**src/rtl/stream_majority_voter.sv**
```systemverilog
`default_nettype none
// ============================================================================
// Module      : stream_majority_voter
// Description : Streaming population-count voter. Accepts a WIDTH-bit vote
//               vector as BEATS beats of CHUNK bits over valid/ready,
//               accumulates the number of ones and presents a registered
//               vote decision plus the final count over valid/ready.
//               Optional feature macro: VOTER_THRESH_EN (vote = count >= thr);
//               when undefined the fixed strict-majority rule applies.
// Revision    : 1.0 - initial release
// ============================================================================
module stream_majority_voter #(
  parameter int WIDTH = 1001,
  parameter int CHUNK = 64
) (
  input  logic                             clk,
  input  logic                             rst_n,
  input  logic                             in_valid,
  output logic                             in_ready,
  input  logic [CHUNK-1:0]                 in_data,
  input  logic [$clog2(WIDTH+1)-1:0]       thr,
  output logic                             out_valid,
  input  logic                             out_ready,
  output logic                             out_vote,
  output logic [$clog2(WIDTH+1)-1:0]       out_count
);

  localparam int BEATS = (WIDTH + CHUNK - 1) / CHUNK;
  localparam int CNT_W = $clog2(WIDTH + 1);

  // Beat index width; a single-beat vector still needs one bit of storage.
  localparam int c_beat_w = (BEATS > 1) ? $clog2(BEATS) : 1;
  // Number of meaningful bits in the final beat and the mask selecting them.
  localparam int c_last_bits = WIDTH - (BEATS - 1) * CHUNK;
  localparam logic [CHUNK-1:0] c_last_mask = {CHUNK{1'b1}} >> (CHUNK - c_last_bits);
  localparam logic [c_beat_w-1:0] c_last_beat = c_beat_w'(BEATS - 1);
  localparam logic [CNT_W-1:0] c_majority = CNT_W'(WIDTH / 2 + 1);

  typedef enum logic [1:0] {
    IDLE  = 2'd0,
    ACCUM = 2'd1,
    DONE  = 2'd2
  } state_t;

  state_t              r_state;
  state_t              w_state_next;
  logic [c_beat_w-1:0] r_beat;
  logic [CNT_W-1:0]    r_acc;
  logic                r_out_valid;
  logic                r_out_vote;
  logic [CNT_W-1:0]    r_out_count;

  logic                w_accept;
  logic                w_is_last;
  logic [CHUNK-1:0]    w_beat_bits;
  logic [CNT_W-1:0]    w_pop;
  logic [CNT_W-1:0]    w_sum;
  logic                w_vote;

  assign in_ready    = (r_state != DONE);
  assign w_accept    = in_valid && in_ready;
  assign w_is_last   = (r_beat == c_last_beat);
  // Bits beyond WIDTH in the last beat are padding and never counted.
  assign w_beat_bits = w_is_last ? (in_data & c_last_mask) : in_data;
  // Accumulator is zero in IDLE, so one adder serves both first and later beats.
  assign w_sum       = r_acc + w_pop;

`ifdef VOTER_THRESH_EN
  assign w_vote = (w_sum >= thr);
`else
  // thr is present for interface compatibility and has no effect on the vote.
  assign w_vote = (w_sum >= c_majority) | (1'b0 & (^thr));
`endif

  // Population count of the (masked) incoming beat.
  always_comb begin
    w_pop = '0;
    for (int i = 0; i < CHUNK; i++) begin
      w_pop = w_pop + CNT_W'(w_beat_bits[i]);
    end
  end

  // State register.
  always_ff @(posedge clk) begin
    if (!rst_n) begin
      r_state <= IDLE;
    end else begin
      r_state <= w_state_next;
    end
  end

  // Next-state logic: collect beats, then hold the result until the sink takes it.
  always_comb begin
    w_state_next = r_state;
    case (r_state)
      IDLE: begin
        if (w_accept) begin
          w_state_next = w_is_last ? DONE : ACCUM;
        end
      end
      ACCUM: begin
        if (w_accept && w_is_last) begin
          w_state_next = DONE;
        end
      end
      DONE: begin
        if (out_ready) begin
          w_state_next = IDLE;
        end
      end
      default: w_state_next = IDLE;
    endcase
  end

  // Datapath: accumulate beats, capture the result on the last beat, clear on hand-off.
  always_ff @(posedge clk) begin
    if (!rst_n) begin
      r_beat      <= '0;
      r_acc       <= '0;
      r_out_valid <= 1'b0;
      r_out_vote  <= 1'b0;
      r_out_count <= '0;
    end else if (w_accept) begin
      r_acc <= w_sum;
      if (w_is_last) begin
        r_out_valid <= 1'b1;
        r_out_vote  <= w_vote;
        r_out_count <= w_sum;
      end else begin
        r_beat <= r_beat + 1'b1;
      end
    end else if (r_out_valid && out_ready) begin
      r_out_valid <= 1'b0;
      r_acc       <= '0;
      r_beat      <= '0;
    end
  end

  assign out_valid = r_out_valid;
  assign out_vote  = r_out_vote;
  assign out_count = r_out_count;

endmodule
`default_nettype wire

```
**config.mk**
```make
export PLATFORM = sky130hd
export DESIGN_NAME = stream_majority_voter
export DESIGN_NICKNAME = d
export VERILOG_FILES = /design/src/rtl/stream_majority_voter.sv
export SDC_FILE = /design/constraint.sdc
export NUM_CORES = 1
export LEC_CHECK = 0
export CORE_ASPECT_RATIO = 0.8
export CORE_MARGIN = 1
export CORE_UTILIZATION = 60
export DETAILED_ROUTE_END_ITERATION = 8
export DONT_BUFFER_PORTS = 1
export GPL_TIMING_DRIVEN = 1
export PLACE_DENSITY_LB_ADDON = 0.05
export SLEW_MARGIN = 10
export SYNTH_ARGS = -nofsm -noshare
export SYNTH_HDL_FRONTEND = slang
export SYNTH_SLANG_ARGS = --single-unit
export TNS_END_PERCENT = 50
```
**constraint.sdc**
```tcl
create_clock -name clk -period 17.25 [get_ports clk]
set_clock_uncertainty 0.15 [all_clocks]
set_input_delay 3.45 -clock clk [delete_from_list [all_inputs] [get_ports clk]]
set_output_delay 3.45 -clock clk [all_outputs]
set_load 0.05 [all_outputs]
```
==> metrics <==
status complete, no violations; max-cap violations 0; syn avg cell area 8.941 um2; Critical path buffers and inverters 5; worst-margin pin slew 0.8911 ns; CP max stage cell fa_1; Syn Nets 533; CTS H-Tree Depth 1; Crit. End Element register; Setup WS pre-CTS 7.212 ns; initial core utilization 64.39%; core area 0.005151 mm2; gr usage total 21.06%; reg-to-reg endpoint out_vote; antenna violations before repair 0; Max Freq 0.1029 GHz; die height 68.50 um; hold path endpoint r_state[0]; Worst Setup Start Kind primary input; DR iter-0 viols 76; post-DR wirelength/cell 13.90 um; HP Class reg -> reg; register area share after synthesis 16.90%; Ys Warns 0; setup tns final 0 ns; post-route cell area 0.003410 mm2; synth unique cells 40; pin count of the biggest net entering global routing 28; DRC 0; first-pass GRT wire length 9.632 mm; Clk Latency, worst-skew pair 0.28 ns; I/O pins 91; worst endpoint required time 17.32 ns; CTS buffer count 3; GRT overflow 0; vias per cell 5.550; Most common cell on crit path fa_1; diode count 0; vias in the first global route 2,182; final hold violations 0; port bufs 0; unrepaired setup endpoints after global routing false; Routed WL 5.936 mm; Hold Crit Start r_state[1]; r2r setup slk 9.10 ns; GP Congestion 0.9184; Synth top area share 33.80%; width of the die 85.13 um; Area contributors post-synth fa_1 34%, dfxtp_1 17%, ha_1 11%; worst r2r src r_beat[0]; full die area 0.005831 mm2; Area Overhead vs Synth 2.791%; post-layout net count 528; final period utilization 56.35%; DR pass1 iterations 4; Worst EP arrival 9.79 ns; # Post-CTS Setup Buffers 0; final worst-path setup slack 7.529 ns; FFs w/ async S/R, synth 0%; synthesized instance count 371; FF+latch count, synth 28; CTS tree built; Worst Hold Depth 1; Antenna Nets Post-Route 0; cell depth of the worst flop-to-flop path 24; crit-path max FO 4; hold_buf cts 0; Clock Root Buffer clkbuf_8; Yosys top cell by area fa_1; Main synth FF type dfxtp_1; placed cell areas 0.003354 mm2; clk slew on worst S/H paths 0.09 ns; Min Clock Period, post-route 9.721 ns; crit-path max cell delay 0.53 ns; DR vias 2,370; max-slew violation count 0; worst rel slew slack 40.43%; mapped cell area 0.003317 mm2; Critical Path, Cell by Cell and2_1 -> fa_1 -> inv_1 -> fa_1 -> inv_1 -> fa_1 -> inv_1 -> fa_1 -> fa_1 -> fa_1 -> fa_1 -> fa_1 -> inv_1 -> fa_1 -> inv_1 -> fa_1 -> nand2b_1 -> a21oi_1 -> xor2_1 -> nand3_1 -> or4_1 -> o21ai_1; hpwl dp 5.237 mm; Final setup viols 0; Critical Setup Path Class in -> reg; layout cells sized above 1 2.466%; Worst Setup SP in_data[52]; Worst path top cell family by delay adder cells; TritonCTS Sinks 28; Cell Rows 23; post-cts sizing count 0; Post-synth EDFFs 0; clk buf depth 2
==> state kept, by name (all words and copies together), names as in the netlist <==
signal and flops:
r_state 2, r_beat 4, out_count 10, out_vote 1
r_acc 10, out_valid 1
==> cell type report <==
| class | instances | area [um2] |
|---|---|---|
| clock buffer | 4 | 55.05 |
| multi-input combinational | 252 | 2412 |
| tap | 62 | 77.57 |
| inverter | 81 | 304.0 |
| fill | 448 | 1742 |
| sequential | 28 | 560.5 |
==> per-layer routing <==
layer	global-route usage [%]	routed length [um]	vias to the layer above
met4	3.178	19	0
li1	-	-	1152
met1	30.42	2861	1148
met3	3.095	344	3
met2	34.88	2711	67
met5	0	0	-
==> through the flow <==
step	util, %	cells	hold WS (ns)
after floorplan	-	371	0.2738
after global placement	65.12	423	0.2998
after detailed placement	65.12	423	0.3225
after CTS	66.19	427	0.3381
after global routing	66.19	427	0.3657
final	66.19	427	0.3364
==> kinds of logic after synthesis <==
| logic type | share of synthesized area, % |
|---|---|
| AND/OR/NAND/NOR | 15.54 |
| buffers and inverters | 10.37 |
| adder cells (fa/ha/maj) | 44.36 |
| AO/OA/AOI/OAI | 10.52 |
| flip-flops | 16.90 |
| XOR/XNOR | 1.320 |
| multiplexers | 0.9807 |
==> layout by cell type (no fill, tap or decap), drive strengths merged, types with 2 or more instances in the layout <==
cell    count
a21oi      23
xor2        2
o311ai      2
mux2        2
and3        2
o21ai       8
nor3        5
inv        81
nand3       7
nand4b      2
nand4       2
and2       17
nand2      34
a22oi       6
a211oi      5
clkbuf      4
fa         56
xnor2       3
dfxtp      28
ha         28
nand2b      8
nor2       26
==> cells in the mapped netlist, types with 2 or more instances <==
master	number
mux2_2	2
dfxtp_1	28
xor2_1	2
and2_1	17
a22oi_1	6
a21oi_1	23
nand2b_1	8
nor3_1	5
nand4b_1	2
nor2_1	26
nand3_1	7
nand4_1	2
inv_1	81
xnor2_1	3
fa_1	56
ha_1	28
buf_2	2
a211oi_1	5
nand2_1	33
clkbuf_1	8
and3_1	2
o21ai_0	7
==> worst max path at each step <==
stage / end / cells after the start
global route: out_vote / 22
detailed placement: out_vote / 22
floorplan: out_vote / 22
finish: out_vote / 22
CTS: out_vote / 22
global placement: out_vote / 22
Power is left out: the tool's default activity adds up to more than one toggle a clock period on the data nets, which glitch-free logic cannot reach.
